**config.mk**
```make
export PLATFORM = sky130hd
export DESIGN_NAME = bram_bank_scheduler_flat
export DESIGN_NICKNAME = d
export VERILOG_FILES = /design/src/rtl/bram_bank_scheduler_if.sv /design/src/rtl/bram_bank_scheduler.sv /design/src/flat_wrapper.sv
export SDC_FILE = /design/constraint.sdc
export NUM_CORES = 1
export LEC_CHECK = 0
export CAP_MARGIN = 20
export CORE_ASPECT_RATIO = 0.8
export CORE_UTILIZATION = 45
export CTS_CLUSTER_DIAMETER = 100
export DETAILED_ROUTE_END_ITERATION = 12
export PLACE_DENSITY = 0.74
export SLEW_MARGIN = 25
export SYNTH_ARGS = -nofsm -noshare
export SYNTH_HDL_FRONTEND = slang
export SYNTH_SLANG_ARGS = --single-unit
```
**constraint.sdc**
```tcl
create_clock -name aclk -period 2.9 [get_ports aclk]
set_input_delay 0.725 -clock aclk [delete_from_list [all_inputs] [get_ports aclk]]
set_output_delay 0.725 -clock aclk [all_outputs]
set_load 0.02 [all_outputs]
```
**src/rtl/bram_bank_scheduler_if.sv**
```systemverilog
// rtl/bram_bank_scheduler_if.sv - producer/backend handshake bundle for the BRAM bank scheduler
interface bram_bank_scheduler_if #(
    parameter int BANK_W = 1,
    parameter int LEN_W  = 16
);
    logic              prod_req;
    logic              prod_grant;
    logic [BANK_W-1:0] prod_bank;
    logic              prod_done;
    logic [LEN_W-1:0]  prod_length;
    logic              prod_abort;
    logic              be_start;
    logic [BANK_W-1:0] be_bank;
    logic [LEN_W-1:0]  be_length;
    logic              be_finish;
    logic [BANK_W-1:0] wr_bank_sel;
    logic [BANK_W-1:0] rd_bank_sel;
    logic [BANK_W:0]   free_cnt;
    logic [31:0]       pkt_cnt;
    logic              err;

    modport master (
        output prod_req, prod_done, prod_length, prod_abort, be_finish,
        input  prod_grant, prod_bank, be_start, be_bank, be_length,
               wr_bank_sel, rd_bank_sel, free_cnt, pkt_cnt, err
    );

    modport slave (
        input  prod_req, prod_done, prod_length, prod_abort, be_finish,
        output prod_grant, prod_bank, be_start, be_bank, be_length,
               wr_bank_sel, rd_bank_sel, free_cnt, pkt_cnt, err
    );
endinterface

```
**src/rtl/bram_bank_scheduler.sv**
```systemverilog
// rtl/bram_bank_scheduler.sv - round-robin ownership of packet BRAM banks between ingest and backend
module bram_bank_scheduler #(
    parameter int NUM_BANKS = 2,
    parameter int BANK_W    = 1,
    parameter int LEN_W     = 16
) (
    input  logic                 aclk,
    input  logic                 aresetn,
    bram_bank_scheduler_if.slave bus
);
    localparam int CW = BANK_W + 1;

    typedef enum logic [1:0] {FREE, FILLING, READY, BUSY} bank_state_e;

    bank_state_e       state   [NUM_BANKS];
    logic [LEN_W-1:0]  len_mem [NUM_BANKS];
    logic [BANK_W-1:0] alloc_ptr;
    logic [BANK_W-1:0] disp_ptr;
    logic              filling;
    logic              busy;

    logic grant_go, done_go, abort_go, finish_go, disp_go, proto_err;

    // prod_bank / be_bank always name the FILLING / BUSY bank while the flags are set
    always_comb begin
        grant_go  = bus.prod_req && !filling && (state[alloc_ptr] == FREE);
        done_go   = bus.prod_done && filling;
        abort_go  = bus.prod_abort && !bus.prod_done && filling;
        finish_go = bus.be_finish && busy;
        disp_go   = !busy && (state[disp_ptr] == READY);
        proto_err = (bus.prod_done && !filling) || (bus.be_finish && !busy);
    end

    assign bus.wr_bank_sel = bus.prod_bank;
    assign bus.rd_bank_sel = bus.be_bank;

    always_ff @(posedge aclk or negedge aresetn) begin
        if (!aresetn) begin
            for (int i = 0; i < NUM_BANKS; i++) begin
                state[i]   <= FREE;
                len_mem[i] <= '0;
            end
            alloc_ptr      <= '0;
            disp_ptr       <= '0;
            filling        <= 1'b0;
            busy           <= 1'b0;
            bus.prod_grant <= 1'b0;
            bus.prod_bank  <= '0;
            bus.be_start   <= 1'b0;
            bus.be_bank    <= '0;
            bus.be_length  <= '0;
            bus.free_cnt   <= CW'(NUM_BANKS);
            bus.pkt_cnt    <= '0;
            bus.err        <= 1'b0;
        end else begin
            bus.prod_grant <= grant_go;
            bus.be_start   <= disp_go;
            if (proto_err) begin
                bus.err <= 1'b1;
            end
            if (done_go) begin
                state[bus.prod_bank]   <= READY;
                len_mem[bus.prod_bank] <= bus.prod_length;
                filling                <= 1'b0;
            end
            // stepping the pointer back makes the aborted bank the next one allocated
            if (abort_go) begin
                state[bus.prod_bank] <= FREE;
                alloc_ptr            <= alloc_ptr - 1'b1;
                filling              <= 1'b0;
            end
            if (finish_go) begin
                state[bus.be_bank] <= FREE;
                busy               <= 1'b0;
            end
            if (disp_go) begin
                state[disp_ptr] <= BUSY;
                bus.be_bank     <= disp_ptr;
                bus.be_length   <= len_mem[disp_ptr];
                disp_ptr        <= disp_ptr + 1'b1;
                busy            <= 1'b1;
                bus.pkt_cnt     <= bus.pkt_cnt + 32'd1;
            end
            if (grant_go) begin
                state[alloc_ptr] <= FILLING;
                bus.prod_bank    <= alloc_ptr;
                alloc_ptr        <= alloc_ptr + 1'b1;
                filling          <= 1'b1;
            end
            bus.free_cnt <= bus.free_cnt + CW'(finish_go) + CW'(abort_go) - CW'(grant_go);
        end
    end
endmodule
```
**src/flat_wrapper.sv**
```systemverilog
// flat-port wrapper written by rule: the top's interface ports become plain ports
module bram_bank_scheduler_flat 
#(
    parameter int NUM_BANKS = 2,
    parameter int BANK_W    = 1,
    parameter int LEN_W     = 16
)
  (aclk, aresetn, bus_prod_req, bus_prod_done, bus_prod_length, bus_prod_abort, bus_be_finish, bus_prod_grant, bus_prod_bank, bus_be_start, bus_be_bank, bus_be_length, bus_wr_bank_sel, bus_rd_bank_sel, bus_free_cnt, bus_pkt_cnt, bus_err);
  bram_bank_scheduler_if #(.BANK_W(BANK_W), .LEN_W(LEN_W)) bus_i ();
  input  logic aclk;
  input  logic aresetn;
  input wire logic [$bits(bus_i.prod_req)-1:0] bus_prod_req;
  input wire logic [$bits(bus_i.prod_done)-1:0] bus_prod_done;
  input wire logic [$bits(bus_i.prod_length)-1:0] bus_prod_length;
  input wire logic [$bits(bus_i.prod_abort)-1:0] bus_prod_abort;
  input wire logic [$bits(bus_i.be_finish)-1:0] bus_be_finish;
  output wire logic [$bits(bus_i.prod_grant)-1:0] bus_prod_grant;
  output wire logic [$bits(bus_i.prod_bank)-1:0] bus_prod_bank;
  output wire logic [$bits(bus_i.be_start)-1:0] bus_be_start;
  output wire logic [$bits(bus_i.be_bank)-1:0] bus_be_bank;
  output wire logic [$bits(bus_i.be_length)-1:0] bus_be_length;
  output wire logic [$bits(bus_i.wr_bank_sel)-1:0] bus_wr_bank_sel;
  output wire logic [$bits(bus_i.rd_bank_sel)-1:0] bus_rd_bank_sel;
  output wire logic [$bits(bus_i.free_cnt)-1:0] bus_free_cnt;
  output wire logic [$bits(bus_i.pkt_cnt)-1:0] bus_pkt_cnt;
  output wire logic [$bits(bus_i.err)-1:0] bus_err;
  assign bus_i.prod_req = bus_prod_req;
  assign bus_i.prod_done = bus_prod_done;
  assign bus_i.prod_length = bus_prod_length;
  assign bus_i.prod_abort = bus_prod_abort;
  assign bus_i.be_finish = bus_be_finish;
  assign bus_prod_grant = bus_i.prod_grant;
  assign bus_prod_bank = bus_i.prod_bank;
  assign bus_be_start = bus_i.be_start;
  assign bus_be_bank = bus_i.be_bank;
  assign bus_be_length = bus_i.be_length;
  assign bus_wr_bank_sel = bus_i.wr_bank_sel;
  assign bus_rd_bank_sel = bus_i.rd_bank_sel;
  assign bus_free_cnt = bus_i.free_cnt;
  assign bus_pkt_cnt = bus_i.pkt_cnt;
  assign bus_err = bus_i.err;
  bram_bank_scheduler #(.NUM_BANKS(NUM_BANKS), .BANK_W(BANK_W), .LEN_W(LEN_W)) u_core (.aclk(aclk), .aresetn(aresetn), .bus(bus_i));
endmodule
```
### Word level (Yosys, flattened, before mapping)

Index checks and enable logic that the tools add are counted.
W data, S select, Z words.

| storage, ports and cells | value |
|---|---|
| logic and storage cells | 100 |
| output and inout bits | 57 |
| input port bits | 22 |
| bits in registers | 95 |

| cells by class | value |
|---|---|
| $lt $le $gt $ge | 8 |
| equality and inequality tests | 1 |
| muxes and demuxes | 32 |
| bitwise logic cells | 15 |
| reductions and logical operators | 21 |
| add/subtract/negate cells | 7 |

Operators with widths:

| cell | number |
|---|---|
| $mux W16 | 4 |
| $add A32 B1 Y32 const B | 1 |
| $bwmux W32 | 1 |
| $mux W2 | 10 |
| $mux W4 | 5 |
| $demux W16 S1 | 1 |
| $logic_and A1 B1 Y1 | 13 |
| $and A4 B4 Y4 | 2 |
| $demux W2 S1 | 4 |
| $ge A2 B2 Y1 const B | 4 |
| $lt A2 B1 Y1 const B | 4 |
| $not A1 Y2 | 4 |
| $not A4 Y4 | 2 |
| $mux W1 | 7 |
| $add A2 B1 Y2 | 2 |
| $and A2 B2 Y2 | 2 |
| $not A2 Y2 | 2 |
| $or A2 B2 Y2 | 2 |
| $or A4 B4 Y4 | 1 |
| $reduce_bool A2 Y1 | 2 |
| $logic_not A1 Y1 | 3 |
| $reduce_bool A3 Y1 | 1 |
| $add A1 B1 Y1 const B | 2 |
| $eq A2 B2 Y1 const B | 1 |
| other kinds (4) | 4 |

### Longest topological paths before layout

Gate-level depths: netlist of run 1.

| logic depth | value |
|---|---|
| word-level depth | 16 |
| gate-level depth with buffers | 7 |
| gate-level depth less buffers | 7 |

### Worst setup path after synthesis of run 1

No wires, ideal clock.

| timing path | value |
|---|---|
| path type | input port to flip-flop |
| start point | input bus_prod_req |
| end point | register u_core.bus.free_cnt[1] in the netlist's numbering |
| path buffers | 0 |
| stages on the path | 6 |
| setup time | 0.075 ns |
| arrival | 1.974 ns |
| setup slack | 0.851 ns |
| required time | 2.825 ns |
| cell sequence | o211ai_1 > inv_1 > ha_1 > fa_1 > xor2_1 > xnor2_1 |

| between the ends | value |
|---|---|
| longest elaborated chain between the ends | 3 |

RTL lines:

| item | RTL line | source |
|---|---|---|
| from (decl) | flat_wrapper.sv:12 | `input wire logic [$bits(bus_i.prod_req)-1:0] bus_prod_req;` |
| $logic_and A1 B1 Y1 (2 in a row) | bram_bank_scheduler.sv:26 | `grant_go = bus.prod_req && !filling && (state[alloc_ptr] == FREE);` |
| via u_core.grant_go | bram_bank_scheduler.sv:22 | `logic grant_go, done_go, abort_go, finish_go, disp_go, proto_err;` |
| $sub A2 B1 Y2 | bram_bank_scheduler.sv:90 | `bus.free_cnt <= bus.free_cnt + CW'(finish_go) + CW'(abort_go) - CW'(grant_go);` |
| to (signal assigned) | bram_bank_scheduler.sv:52 | `bus.free_cnt <= CW'(NUM_BANKS);` |
| to (signal assigned) | bram_bank_scheduler.sv:90 |  |
| to (decl) | bram_bank_scheduler_if.sv:31 | `wr_bank_sel, rd_bank_sel, free_cnt, pkt_cnt, err` |

The timed path passes the listed nets, and every way through them passes these cells.
A chain may end at the register's enable or synchronous reset.

### Worst setup path in the final report of run 1

| timing path | value |
|---|---|
| start point | register u_core.bus.pkt_cnt[2] in the netlist's numbering |
| end point | output bus_pkt_cnt[2] |

RTL lines:

| item | RTL line | source |
|---|---|---|
| from (decl) | bram_bank_scheduler_if.sv:31 |  |
| from (signal assigned) | bram_bank_scheduler.sv:82 | `bus.pkt_cnt <= bus.pkt_cnt + 32'd1;` |
| to (decl) | flat_wrapper.sv:25 | `output wire logic [$bits(bus_i.pkt_cnt)-1:0] bus_pkt_cnt;` |

No word-level cell between the ends.

==> results of run 1 <==
-- synthesized netlist by cell type (2+ instances only) --
cell type,number,share of area [%]
and3_1,5,0.78
xnor2_1,21,4.6
inv_1,10,0.94
o21ai_0,5,0.63
buf_1,3,0.28
xor2_1,13,2.8
mux2_2,32,9.0
dfrtp_1,94,59
nand4_1,15,2.3
o211ai_1,2,0.38
nand3_1,10,1.3
nand2_1,57,5.4
clkbuf_1,6,0.56
nor3_1,9,1.1
o221ai_1,3,0.66
buf_4,3,0.56
nor4_1,3,0.47
nor2_1,7,0.66
a22oi_1,16,3.0
and4_1,3,0.66
ha_1,2,0.63
-- cell type report --
class / instances / area (um^2) / area share [%]
Clock inverter: 6 / 75.07 / 1.453
Inverter: 10 / 37.54 / 0.7264
Tap cell: 112 / 140.1 / 2.712
Timing Repair Buffer: 88 / 853.3 / 16.51
Clock buffer: 10 / 137.6 / 2.663
Sequential cell: 95 / 2379 / 46.03
Multi-Input combinational cell: 217 / 1545 / 29.90
-- routing by layer --
layer	wire [um]	GRT usage, %	part of all wire, %	vias up
met5	0	0	0	-
met4	101	6.351	1.2	0
met3	393	5.489	4.8	8
met2	3928	30.26	47	79
met1	3848	25.60	47	1404
li1	-	-	-	1346
-- worst max path at each step --
stage | start | slack (ps) | to | cells after the start
floorplan | bus_prod_req | 850 | u_core.bus.free_cnt[1] | 6
global placement | bus_prod_req | 360 | u_core.bus.free_cnt[1] | 7
detailed placement | bus_prod_done | 330 | u_core.bus.free_cnt[1] | 6
CTS | u_core.bus.free_cnt[1] | 640 | bus_free_cnt[1] | 1
global route | u_core.busy | 540 | u_core.bus.pkt_cnt[17] | 4
finish | u_core.bus.pkt_cnt[2] | 670 | bus_pkt_cnt[2] | 1
-- power by group --
| group | switching, W | internal (W) |
|---|---|---|
| Sequential | 0.0000933 | 0.00139 |
| Combinational | 0.000188 | 0.000167 |
| Clock | 0.000476 | 0.000436 |
-- logic make-up (layout without fill, tap and decap cells) --
family	Yosys count	in the layout	synth area share [%]
AOI/OAI and AO/OA	31	31	5.698
xor gates and xnor gates	34	34	7.452
adders and majority gates	3	3	1.127
buffers and inverters	23	114	2.473
DFF	95	95	59.52
muxes	32	32	9.017
and+or+nand+nor	117	117	14.72
-- flip-flops by register name, summed over array words and instances, names as in the netlist, 2 cells and up --
name                  cells
u_core.state              4
u_core.bus.pkt_cnt       32
u_core.bus.free_cnt       2
u_core.len_mem           32
u_core.bus.be_length     16
-- per-stage QoR --
stage	instance area [um^2]	hold slack (ps)	setup slack, ps	total power (W)
after floorplan	3996	429.4	850.5	0.001653
after global placement	4955	459.1	358.3	0.001860
after detailed placement	4955	463.3	328.8	0.001869
after CTS	5167	389.8	642.6	0.002790
after global routing	5167	411.9	536.2	0.002882
final	5167	376.6	670.5	0.002753
==> flow_summary.toml, run 1 <==
[critical_path]
r2r_start = "u_core.state[2]"
r2r.worst_path.cells = 4
cp-start-kind = "flop"
slowest_stage = "clkdlybuf4s50_1"
cp_cell_sequence = "clkdlybuf4s50_1"
worst-path-buf-inv = 1
critPathMaxFanout = 7
r2r_end = "u_core.bus.pkt_cnt[17]"
crit_family = "buffers and inverters"
worstSetupEndpointType = "primary output"
cpPeakStageDelay_ps = 680
r2r_setup_slack_ps = 680
required_ps = 2170
critical_path_class = "reg2out"
worstPathArrival_ps = 1500

[sta]
layout_min_cycle_time_ps = 2229
drv_slew = 0
setup_tns_ps = 0
hold_viol = 0
clock_skew_ps = 12.40
slew-limit-headroom_pct = 44.45
worst_slew_pin_slew_ps = 826.9
fmax_ghz = 0.4485
period_share_pct = 76.88
rsz0062_at_grt = "no"
setup_viol = 0

[clock_network]
clkLatencyLatePin_ps = 360
cts_tree = "built"
hold_buffers = 0
h-tree-depth = 3
clock-sinks = 95
cts_buffers = 9
cts-root-buf = "clkbuf_8"
cts_resized = 0
cts_buffer_depth = 2
clk_pin_slew_ps = 90
post-cts-setup-buffer-count = 0

[synth]
synth-seq-cells = 95
ys_warn_count = 0
syn_area_per_cell_um2 = 11.93
yosysSeqAreaShare_pct = 59.52
async_flop_share_pct = 100.0
synthFlopType = "dfrtp_1"
synth_edf_count = 0
synth_cell_types = 37
synthesis.nets = 360
syn_area_um2 = 3996
synth_cells = 335

[finish]
final_cell_mix = "94 x dfrtp_1, 77 x clkdlybuf4s50_1, 57 x nand2_1, 32 x mux2_2, 21 x xnor2_1"
drive_above_1_share_pct = 15.02
final.fill_count = 711
final_util_pct = 60.38
area_growth_pct = 29.31
fin_nets = 446
instances_no_fill = 538
diodes = 0
final_common_cell = "dfrtp_1"

[floorplan]
die_h_um = 86.29
fp-row-count = 30
die_w_um = 107.4
io_pins = 79
dieArea_um2 = 9264
coreArea_um2 = 8558
initial_core_util_pct = 46.70

[place]
placed_cells = 522
port_buffers = 78
gp_congestion = 0.8149
hpwlAfterDp_um = 5741

[global_route]
grt_util_all_layers_pct = 19.15
antenna_found_initial = 0
grt_max_degree = 53
grt_overflow = 0
grt_pass1_wl_um = 13550
grt_pass1_vias = 2750

[drt]
via_per_inst = 5.273
drcViolationCount = 0
drt-total-wl_um = 8271
ant_nets = 0
first_pass_iters = 5
wire_per_inst_um = 15.37
vias = 2837
drt_iter0_drc = 118

[hold_path]
hold_class = "in2async"

[flow_run]
maxCapViolCount = 0

[power]
p_leak_nw = 2.410
ir_drop_uv = 284.6
power_density_nw_per_um2 = 532.7

[run_status]
status = "completed"
(Power assumes the default switching activity.)
==> run 2, diff against run 1 <==
- clock period: 2.9 -> 2.15 ns (I/O delays scaled with it)
==> run 2 against run 1 <==
Net effect: via count increased by 1.2%; clock-buffer cell count unchanged; worst setup slack got worse by 570 ps; combinational power is 63% higher; cell count rose by 2.0%; highest routed layer unchanged; hold slack worse by 320 ps.
==> flow_summary.toml, run 2 (same netlist as run 1, synthesis figures left out) <==
[run_status]
status = "completed"

[global_route]
use_met2_pct = 32.90
grt_pass1_vias = 2924
grt_max_degree = 54
met1_usage_pct = 27.15
top_usage_layer = "met2"
grt_overflow = 0
use_met3_pct = 5.338
antenna_found_initial = 0
grt_pass1_wl_um = 14410
grt_util_all_layers_pct = 20.15

[critical_path]
worstSetupEndpointType = "primary output"
cpPeakStageDelay_ps = 680
critical_path_class = "reg2out"
worst-path-buf-inv = 1
r2r_start = "u_core.state[2]"
slowest_stage = "clkdlybuf4s50_1"
required_ps = 1610
cp-startpoint = "u_core.bus.pkt_cnt[19]"
crit_family = "buffers and inverters"
critPathMaxFanout = 7
worstPathArrival_ps = 1520
cp-start-kind = "flop"
cp_cell_sequence = "clkdlybuf4s50_1"

[drt]
drt_iter0_drc = 141
drt-total-wl_um = 8524
first_pass_iters = 4
via_per_inst = 5.231
ant_nets = 0
vias = 2872
drcViolationCount = 0
wire_per_inst_um = 15.53

[floorplan]
io_pins = 79
coreArea_um2 = 8558
die_h_um = 86.29
fp-row-count = 30
dieArea_um2 = 9264
initial_core_util_pct = 46.70
die_w_um = 107.4

[clock_network]
clk_pin_slew_ps = 90
cts_buffer_depth = 2
cts-root-buf = "clkbuf_8"
clock-sinks = 95
h-tree-depth = 3
cts_tree = "built"
clkLatencyLatePin_ps = 350
cts_buffers = 9

[flow_run]
maxCapViolCount = 0

[power]
p_leak_nw = 2.493
ir_drop_uv = 415.9
power_density_nw_per_um2 = 739.4
p_total_w = 0.003935

[finish]
final_cell_mix = "94 x dfrtp_1, 77 x clkdlybuf4s50_1, 57 x nand2_1, 32 x mux2_2, 21 x xnor2_1"
final.fill_count = 695
fin_area_um2 = 5323
fin_nets = 457
diodes = 0
final_common_cell = "dfrtp_1"
final_util_pct = 62.19
top_regs = "u_core.bus.pkt_cnt (32), u_core.len_mem (32), u_core.bus.be_length (16)"
area_growth_pct = 33.19
instances_no_fill = 549
drive_above_1_share_pct = 17.16

[sta]
period_share_pct = 95.54
drv_slew = 0
hold_viol = 0
setup_viol = 0
rsz0062_at_grt = "no"
clock_skew_ps = 12.42
slew-limit-headroom_pct = 66.73
layout_min_cycle_time_ps = 2054
fmax_ghz = 0.4869
setup_tns_ps = 0
worst_slew_pin_slew_ps = 498.5

[hold_path]
hold_class = "in2async"

[place]
placedInstanceArea_um2 = 5075
gp_congestion = 0.8605
placed_cells = 533
port_buffers = 78
hpwlAfterDp_um = 5965
run 2: area by class of cell:
| class | count | area [um^2] | share of cell area [%] |
|---|---|---|---|
| sequential | 95 | 2379 | 44.69 |
| multi-input combinational | 217 | 1549 | 29.10 |
| timing repair buffer | 99 | 973.4 | 18.29 |
| tap | 112 | 140.1 | 2.633 |
| clock buffer | 10 | 127.6 | 2.398 |
| clock inverter | 6 | 116.4 | 2.186 |
| inverter | 10 | 37.54 | 0.7052 |
run 2: path summary, 6_finish.rpt:
check / cells past startpoint / slack [ps] / end
min in group aclk: 1 / 480 / u_core.bus.pkt_cnt[31]
min reg2reg: 1 / 480 / u_core.bus.pkt_cnt[31]
max in group asynchronous: 2 / 1440 / u_core.bus.free_cnt[1]
min: 1 / 60 / u_core.bus.pkt_cnt[31]
max: 1 / 100 / bus_pkt_cnt[19]
max reg2reg: 6 / 110 / u_core.bus.pkt_cnt[30]
run 2: through the flow:
| stage | setup WS, ps | hold slack [ps] |
|---|---|---|
| 2_1_floorplan | 145.4 | 241.9 |
| 3_3_place_gp | -71.00 | 442.2 |
| 3_5_place_dp | -63.25 | 445.4 |
| 4_1_cts | 35.65 | 52.80 |
| 5_1_grt | 33.57 | 53.07 |
| 6_report | 95.98 | 56.05 |
run 2: where the power goes:
part	internal (W)	switching (W)
combinational	0.000274	0.000303
clock	0.000783	0.000611
sequential	0.00188	0.0000855
run 2: repair_timing:
| item | 4_1_cts | 5_1_grt |
|---|---|---|
| buffers inserted | 0 | 0 |
| hold buffers | 0 | 0 |
| endpoints found under the setup margin | 0 | 15 |
| gates resized for setup | 0 | 1 |
run 2: layer usage:
metal / routed length (um) / vias to the layer above / part of all wire (%)
met1: 3750 / 1434 / 44
li1: - / 1366 / -
met3: 400 / 7 / 4.7
met5: 0 / - / 0
met4: 76 / 0 / 0.89
met2: 4296 / 65 / 50
==> run 3, diff against run 2 <==
- CAP_MARGIN: 20 -> unset
- CORE_UTILIZATION: 45 -> 37
- PLACE_DENSITY: 0.74 -> 0.63
==> run 3 against run 2 <==
Net effect: wire length is 3.4% higher; via count is the same; highest routed layer unchanged; sequential cell count unchanged.
==> flow_summary.toml, run 3 (same netlist as run 1, synthesis figures left out) <==
[run_status]
status = "completed"

[sta]
fmax_ghz = 0.4872
whs_ps = 181.8
hold_viol = 0
rsz0062_at_grt = "no"
period_share_pct = 95.47
setup_viol = 0
worst_slew_pin_slew_ps = 528.5
layout_min_cycle_time_ps = 2053
setup_tns_ps = 0
drv_slew = 0
timing.final.ws_setup_ps = 97.36
slew-limit-headroom_pct = 64.77
clock_skew_ps = 8.361

[flow_run]
maxCapViolCount = 0

[clock_network]
clk_pin_slew_ps = 60
h-tree-depth = 3
clkLatencyLatePin_ps = 330
cts-root-buf = "clkbuf_16"
clock-sinks = 95
cts_buffer_depth = 2
cts_tree = "built"
cts_buffers = 9

[global_route]
antenna_found_initial = 0
grt_pass1_vias = 2894
grt_util_all_layers_pct = 16.69
grt_overflow = 0
grt_max_degree = 42
grt_pass1_wl_um = 14590

[critical_path]
r2r_setup_slack_ps = 100
critPathMaxFanout = 8
r2r_start = "u_core.state[2]"
required_ps = 2410
crit_family = "simple AND/OR/NAND/NOR gates"
r2r_end = "u_core.bus.pkt_cnt[17]"
cp-start-kind = "flop"
critical_path_class = "reg2reg"
cpPeakStageDelay_ps = 560
worst-path-buf-inv = 0
cp_cell_sequence = "or4b_1 > a2111o_1 > nor4_1 > xor2_1"
worstSetupEndpointType = "flop"
slowest_stage = "or4b_1"
r2r.worst_path.cells = 4
worstPathArrival_ps = 2310

[finish]
final_cell_mix = "94 x dfrtp_1, 77 x clkdlybuf4s50_1, 57 x nand2_1, 32 x mux2_2, 21 x xnor2_1"
fin_nets = 458
diodes = 0
fin_area_um2 = 5419
area_growth_pct = 35.60
final_util_pct = 52.29
drive_above_1_share_pct = 16.97
final.fill_count = 923
final_common_cell = "dfrtp_1"
top_regs = "u_core.bus.pkt_cnt (32), u_core.len_mem (32), u_core.bus.be_length (16)"

[power]
clockPowerShare_pct = 39.9
p_leak_nw = 2.522
seq_power_share_pct = 47.5
swShare_pct = 24.14
ir_drop_uv = 376.7
power_density_nw_per_um2 = 770.7
pwr-share-comb_pct = 12.7
internal-power_w = 0.003168
p_switching_w = 0.001008

[floorplan]
die_w_um = 118.2
io_pins = 79
initial_core_util_pct = 38.56
fp-row-count = 33
die_h_um = 94.96
dieArea_um2 = 11220
coreArea_um2 = 10360

[place]
gp_congestion = 0.8051
dpl_worst_slack_ps = -109.0
port_buffers = 78
hpwlAfterDp_um = 6137
placedInstanceArea_um2 = 5097

[drt]
wire_per_inst_um = 15.30
ant_nets = 0
vias = 2872
drt-total-wl_um = 8815
drcViolationCount = 0
first_pass_iters = 4
via_per_inst = 4.986
drt_iter0_drc = 151

[hold_path]
hold_class = "in2async"
==> run 3: worst max path at each step <==
stage	to	depth (start not counted)	startpoint
5_1_grt	u_core.bus.pkt_cnt[17]	4	u_core.state[2]
6_report	u_core.bus.pkt_cnt[17]	4	u_core.state[2]
3_5_place_dp	u_core.bus.free_cnt[1]	7	bus_prod_req
4_1_cts	u_core.bus.pkt_cnt[27]	6	u_core.state[2]
3_3_place_gp	u_core.bus.free_cnt[1]	7	bus_prod_req
2_1_floorplan	u_core.bus.free_cnt[1]	7	u_core.alloc_ptr
==> run 3: per-stage QoR <==
step,std cells,total power (W)
6_report,576,0.004176
5_1_grt,576,0.004353
4_1_cts,575,0.004232
3_5_place_dp,561,0.002549
3_3_place_gp,561,0.002537
2_1_floorplan,335,0.002230
==> run 3: layout make-up <==
| class | instances | area (um^2) | share of cell area [%] |
|---|---|---|---|
| Clock buffer | 11 | 242.7 | 4.479 |
| Clock inverter | 3 | 68.82 | 1.270 |
| Inverter | 10 | 37.54 | 0.6927 |
| Multi-Input combinational cell | 217 | 1550 | 28.61 |
| Sequential cell | 95 | 2379 | 43.89 |
| Tap cell | 140 | 175.2 | 3.233 |
| Timing Repair Buffer | 100 | 965.9 | 17.82 |
==> run 3: routing by layer <==
| layer | vias up | GRT usage, % | part of all wire (%) |
|---|---|---|---|
| li1 | 1373 | - | - |
| met1 | 1427 | 22.39 | 48 |
| met2 | 66 | 26.86 | 47 |
| met3 | 6 | 4.408 | 4.3 |
| met4 | 0 | 4.487 | 0.70 |
| met5 | - | 0 | 0 |
==> run 3: timing repair <==
item                                    in CTS  in global routing
endpoints found under the hold margin        0                  0
setup buffers                                0                  0
endpoints found under the setup margin       0                  1
resized for setup                            0                  2
hold buffers                                 0                  0
==> run 3: power groups by stage <==
stage                     Sequential [W]  Clock (W)  Combinational [W]
final                            0.00198    0.00166           0.000529
after global routing             0.00200    0.00177           0.000583
after CTS                        0.00198    0.00171           0.000538
after detailed placement         0.00202          0           0.000534
after global placement           0.00201          0           0.000528
after floorplan                  0.00206          0           0.000166
==> variant 1: new RTL, config.mk and constraints of run 3 <==
Reset style: synchronous (`aresetn`), changed in one clocked block.
--- a/src/rtl/bram_bank_scheduler.sv
+++ b/src/rtl/bram_bank_scheduler.sv
@@ -34,7 +34,7 @@
     assign bus.wr_bank_sel = bus.prod_bank;
     assign bus.rd_bank_sel = bus.be_bank;
 
-    always_ff @(posedge aclk or negedge aresetn) begin
+    always_ff @(posedge aclk) begin
         if (!aresetn) begin
             for (int i = 0; i < NUM_BANKS; i++) begin
                 state[i]   <= FREE;
Behaviour: differs if aresetn is asserted again (counterexample within 4 cycles, from zero or initial values and one cycle with aresetn low); with aresetn held inactive, the same outputs for 10 cycles.
==> variant 1 against run 3 <==
  * Wire length rose by 6.2%
  * Clock skew is 0.0014 ns lower
  * Final cell count up 13%
  * Worst setup slack better by 0.011 ns
  * Area after synthesis grew 5.9%
  * Critical path depth is 4 higher
  * Sequential cell count up 2
  * Final area increased by 4.6%
  * Global-route usage decreased by 0.50 points
  * First-iteration DRC count rose by 14%
  * Critical path type is now in -> reg
Power is not compared: it rests on default switching activity, and its combinational part moved more than twofold at a synthesized area within 25%.
==> variant 1: results (changes against run 3) <==
| Metric | Value |
|---|---|
| First-pass GRT wire length | `14970 um (was 14590 um)` |
| Fillers | `996 (was 923)` |
| Largest net degree at the start of global routing | `33 (was 42)` |
| CP max-delay cell | `clkdlybuf4s50_1 (was or4b_1)` |
| Gr usage total | `16.18% (was 16.69%)` |
| Worst min path class | `reg -> reg (was in -> async)` |
| Slowest stage delay, CP | `0.44 ns (was 0.56 ns)` |
| Crit Path Max Fanout | `2 (was 8)` |
| Critical Path AT | `2.27 ns (was 2.31 ns)` |
| Worst skew pair latency | `between 0.3 and 0.4 ns` |
| Sequential-to-total area share from yosys stat | `54.42% (was 59.52%)` |
| Synth area leaders | `dfxtp_1 29%, edfxtp_1 26%, and2_1 5.9%, mux2i_1 5.0%, nor2_1 3.1% (was dfrtp_1 59%, mux2_2 9.0%, nand2_1 5.4%, xnor2_1 4.6%, a22oi_1 3.0%)` |
| # nets final | `530 (was 458)` |
| FFs w/ async S/R, synth | `0% (was 100.0%)` |
| CTS H-Tree Depth | `3 (unchanged)` |
| Slew margin rel. | `73.78% (was 64.77%)` |
| Final GP Congestion | `0.8398 (was 0.8051)` |
| Setup Skew | `0.006924 ns (was 0.008361 ns)` |
| Post-detailed-placement half-perimeter wirelength | `6641 um (was 6137 um)` |
| Final wirelength | `9359 um (was 8815 um)` |
| Status | `finished, final reports clean (unchanged)` |
| Delay-heaviest family, CP | `adder cells (was simple AND/OR/NAND/NOR gates)` |
| Vias in the first global route | `3063 (was 2894)` |
| Synth cell types | `45 (was 37)` |
| Post-synth EDFFs | `36 (was 0)` |
| Share of layout cells above drive strength 1 | `11.00% (was 16.97%)` |
| Commonest cells in the synthesized netlist | `61 x dfxtp_1, 40 x and2_1, 36 x edfxtp_1 (was 94 x dfrtp_1, 57 x nand2_1, 32 x mux2_2)` |
| FF-to-FF setup slack | `0.14 ns (was 0.1 ns)` |
| Input/output buffers | `78 (unchanged)` |
-- variant 1: cell count changes in the layout (fill, tap and decap cells not counted), moves of 12 or more --
cell	before	now
and2_1	0	40
dfrtp_1	94	0
edfxtp_1	0	36
nand2_1	57	20
a21oi_1	0	23
mux2i_1	0	21
nor2_1	6	35
dfxtp_1	0	61
a22oi_1	16	0
mux2_2	32	0
a211oi_1	0	16
xnor2_1	21	6
o31ai_1	0	12
-- variant 1: stage by stage --
step	setup WS (ns)	TNS (ns)	instance area, um^2	cells	hold slack [ns]
4_1_cts	0.02508	0	5645	653	0.4741
3_5_place_dp	-0.3417	-0.4498	5339	637	0.4654
2_1_floorplan	-0.1071	-3.428	4230	407	0.5331
5_1_grt	0.03130	0	5669	653	0.5051
3_3_place_gp	-0.2963	-0.3486	5339	637	0.4559
6_report	0.1080	0	5669	653	0.4656
-- variant 1: worst paths after layout --
check / from / endpoint / cells past startpoint
worst max-delay path: bus_prod_req / u_core.bus.free_cnt[1]$_SDFF_PN1_ / 8
worst min register to register: u_core.bus.pkt_cnt[31]$_SDFFE_PN0N_ / u_core.bus.pkt_cnt[31]$_SDFFE_PN0N_ / 2
worst max register to register: u_core.state[1][0]$_DFFE_PP_ / u_core.bus.free_cnt[1]$_SDFF_PN1_ / 8
worst min-delay path: u_core.bus.pkt_cnt[31]$_SDFFE_PN0N_ / u_core.bus.pkt_cnt[31]$_SDFFE_PN0N_ / 2
-- variant 1: cell type report --
type,count,area share (%)
Clock buffer,10,4.215
Clock inverter,6,1.192
Inverter,11,0.7283
Multi-Input combinational cell,275,31.85
Sequential cell,97,40.61
Tap cell,144,3.178
Timing Repair Buffer,110,18.23
-- variant 1: cell families after synthesis --
logic type | count (synthesis) | synth area share [%]
XOR/XNOR | 11 | 2.277
AND/OR/NAND/NOR | 158 | 21.15
flip-flops | 97 | 54.42
adder cells (fa/ha/maj) | 4 | 1.361
AO/OA/AOI/OAI | 81 | 12.36
multiplexers | 21 | 4.969
buffers and inverters | 35 | 3.460
-- variant 1: worst min-delay path, stage by stage, from the launching register on --
cell,delay [ns]
dfxtp_1,0.32
nand2_1,0.05
mux2i_1,0.05
-- variant 1: repair_timing --
item                                    CTS  global route
endpoints found under the hold margin     0             0
endpoints found under the setup margin    0             4
buffers inserted                          0             0
gates resized for setup                   0             5
-- variant 1: power by group --
part           switching (uW)  internal, uW
combinational             907           844
sequential                210          2200
clock                     685           935
total                    1800          3980
-- variant 1: layer usage --
| layer | track usage (%) | vias up | part of all wire, % |
|---|---|---|---|
| met4 | 3.989 | 0 | 0.61 |
| met3 | 4.695 | 4 | 4.7 |
| met1 | 22.14 | 1603 | 48 |
| met5 | 0 | - | 0 |
| met2 | 24.96 | 83 | 47 |
| li1 | - | 1678 | - |
==> variant 2: new RTL, flow settings as in run 3 <==
Without the edit above. `NUM_BANKS` is set to 2 in 2 places; all go to 4.
--- a/src/rtl/bram_bank_scheduler.sv
+++ b/src/rtl/bram_bank_scheduler.sv
@@ -1,6 +1,6 @@
 // rtl/bram_bank_scheduler.sv - round-robin ownership of packet BRAM banks between ingest and backend
 module bram_bank_scheduler #(
-    parameter int NUM_BANKS = 2,
+    parameter int NUM_BANKS = 4,
     parameter int BANK_W    = 1,
     parameter int LEN_W     = 16
 ) (
--- a/src/flat_wrapper.sv
+++ b/src/flat_wrapper.sv
@@ -1,7 +1,7 @@
 // flat-port wrapper written by rule: the top's interface ports become plain ports
 module bram_bank_scheduler_flat 
 #(
-    parameter int NUM_BANKS = 2,
+    parameter int NUM_BANKS = 4,
     parameter int BANK_W    = 1,
     parameter int LEN_W     = 16
 )
Check against the original RTL: not equivalent (a bounded check fails within 4 cycles, from zero or initial values and one cycle with aresetn low).
==> variant 2 against run 3 <==
  * Final area is 0.69% higher
  * Critical path type is now reg -> out
  * Worst hold slack worse by 0.038 ns
  * Sequential cell count stayed put
  * Global-route usage is 0.82 points lower
  * Fmax is 1.0% higher
  * Area after synthesis is 2.4% higher
  * Worst setup slack better by 0.021 ns
  * Register-to-register slack better by 0.04 ns
  * Wire length is 3.8% lower
  * Critical path depth is 3 lower
Power is not compared: it rests on default switching activity, and its combinational part moved more than twofold at a synthesized area within 25%.
==> variant 2: results (changes against run 3) <==
| Metric | Value |
|---|---|
| Share of layout cells above drive strength 1 | `17.05% (was 16.97%)` |
| # diodes | `0 (unchanged)` |
| Sequential-to-total area share from yosys stat | `58.09% (was 59.52%)` |
| Commonest cells in the synthesized netlist | `95 x dfrtp_1, 56 x nand2_1, 32 x mux2_2 (was 94 x dfrtp_1, 57 x nand2_1, 32 x mux2_2)` |
| # nets final | `460 (was 458)` |
| Status | `finished, final reports clean (unchanged)` |
| Critical R2R Capture | `u_core.bus.free_cnt[1]$_DFF_PN0_ (was u_core.bus.pkt_cnt[17]$_DFFE_PN0N_)` |
| Gr usage total | `15.87% (was 16.69%)` |
| ANT nets after route | `0 (unchanged)` |
| Syn Nets | `369 (was 360)` |
| DR vias/cell | `5.031 (was 4.986)` |
| Worst R2R Path Depth | `7 (was 4)` |
| Least-Margin Pin Slew | `0.6472 ns (was 0.5285 ns)` |
| Drt pass-1 iters | `4 (unchanged)` |
| Final wirelength | `8484 um (was 8815 um)` |
| Final GP Congestion | `0.7528 (was 0.8051)` |
| FF-to-FF setup slack | `0.14 ns (was 0.1 ns)` |
| Critical Path AT | `1.49 ns (was 2.31 ns)` |
| Post-detailed-placement half-perimeter wirelength | `5822 um (was 6137 um)` |
| Slowest stage delay, CP | `0.66 ns (was 0.56 ns)` |
| Worst skew pair latency | `approximately 0.34 ns` |
| CTS resizes | `0 (unchanged)` |
| CTS H-Tree Depth | `3 (unchanged)` |
| Delay-heaviest family, CP | `buffers and inverters (was simple AND/OR/NAND/NOR gates)` |
| CTS max path bufs | `2 (unchanged)` |
| WL per Instance | `14.63 um (was 15.30 um)` |
| Initial antenna violation count | `0 (unchanged)` |
| Post-DP Area | `5144 um^2 (was 5097 um^2)` |
| Starting DRT DRC Count | `231 (was 151)` |
| Synth area leaders | `dfrtp_1 58%, mux2_2 8.8%, xnor2_1 6.4%, nand2_1 5.1%, a22oi_1 2.9% (was dfrtp_1 59%, mux2_2 9.0%, nand2_1 5.4%, xnor2_1 4.6%, a22oi_1 3.0%)` |
| Placed Cells | `564 (was 561)` |
| Fillers | `914 (was 923)` |
| Vias in the first global route | `2811 (was 2894)` |
| Mean Syn Cell Area | `11.90 um^2 (was 11.93 um^2)` |
| Worst min path class | `in -> async (unchanged)` |
| First-pass GRT wire length | `14180 um (was 14590 um)` |
| Final hold slack | `0.1442 ns (was 0.1818 ns)` |
| Synth cell types | `41 (was 37)` |
| Final hold violation count | `0 (unchanged)` |
| Reg2Reg Launch Point | `u_core.alloc_ptr$_DFFE_PN0P_ (was u_core.state[2]$_DFF_PN0_)` |
| CP max-delay cell | `clkdlybuf4s50_1 (was or4b_1)` |
| Setup Skew | `0.008793 ns (was 0.008361 ns)` |
| Largest net degree at the start of global routing | `47 (was 42)` |
## variant 2: metrics by stage
| step | util, % | worst slack (ns) | total power [uW] | TNS, ns |
|---|---|---|---|---|
| 4_1_cts | 52.00 | 0.09881 | 6833 | 0 |
| 6_report | 52.03 | 0.1186 | 6742 | 0 |
| 5_1_grt | 52.03 | 0.007953 | 7156 | 0 |
| 3_5_place_dp | 49.05 | -0.1249 | 5173 | -0.1249 |
| 3_3_place_gp | 49.05 | -0.09326 | 5097 | -0.09326 |
| 2_1_floorplan | - | 0.08398 | 4177 | 0 |
## variant 2: cell families after synthesis
group,synth area share [%]
AND/OR/NAND/NOR,15.56
flip-flops,58.09
XOR/XNOR,7.276
adder cells (fa/ha/maj),1.101
AO/OA/AOI/OAI,6.023
multiplexers,8.805
buffers and inverters,3.149
## variant 2: final cells by class
cell class | count | area, um^2 | share of cell area [%]
multi-input cells | 224 | 1613 | 29.56
clock inverters | 4 | 53.80 | 0.9860
well taps | 140 | 175.2 | 3.210
clock buffers | 12 | 256.5 | 4.701
flip-flops and latches | 95 | 2377 | 43.57
repair buffers | 95 | 943.4 | 17.29
inverters | 10 | 37.54 | 0.6879
## variant 2: worst max-delay path by stage
stage	cells after the start	endpoint	startpoint	slack, ns
floorplan	7	u_core.bus.free_cnt[1]$_DFF_PN0_	u_core.alloc_ptr$_DFFE_PN0P_	0.08
global placement	7	u_core.bus.free_cnt[1]$_DFF_PN0_	bus_prod_req	-0.09
detailed placement	7	u_core.bus.free_cnt[1]$_DFF_PN0_	bus_prod_req	-0.12
CTS	1	bus_pkt_cnt[14]	u_core.bus.pkt_cnt[14]$_DFFE_PN0N_	0.1
global route	7	u_core.bus.free_cnt[1]$_DFF_PN0_	u_core.state[6]$_DFF_PN0_	0.008
finish	1	bus_pkt_cnt[14]	u_core.bus.pkt_cnt[14]$_DFFE_PN0N_	0.12
## variant 2: per-layer routing
layer  vias to the layer above  routed length, um  GRT usage, %  share of wire, %
met1                      1446               4094         21.47                48
met3                         7                442         5.154               5.2
met2                        76               3870         24.81                46
met5                         -                  0             0                 0
li1                       1389                  -             -                 -
met4                         0                 76         3.750              0.90
## variant 2: where the power goes
part           internal (uW)  switching [uW]  total [uW]
Combinational           1160            1110        2280
Sequential              2410             437        2840
Clock                    967             653        1620
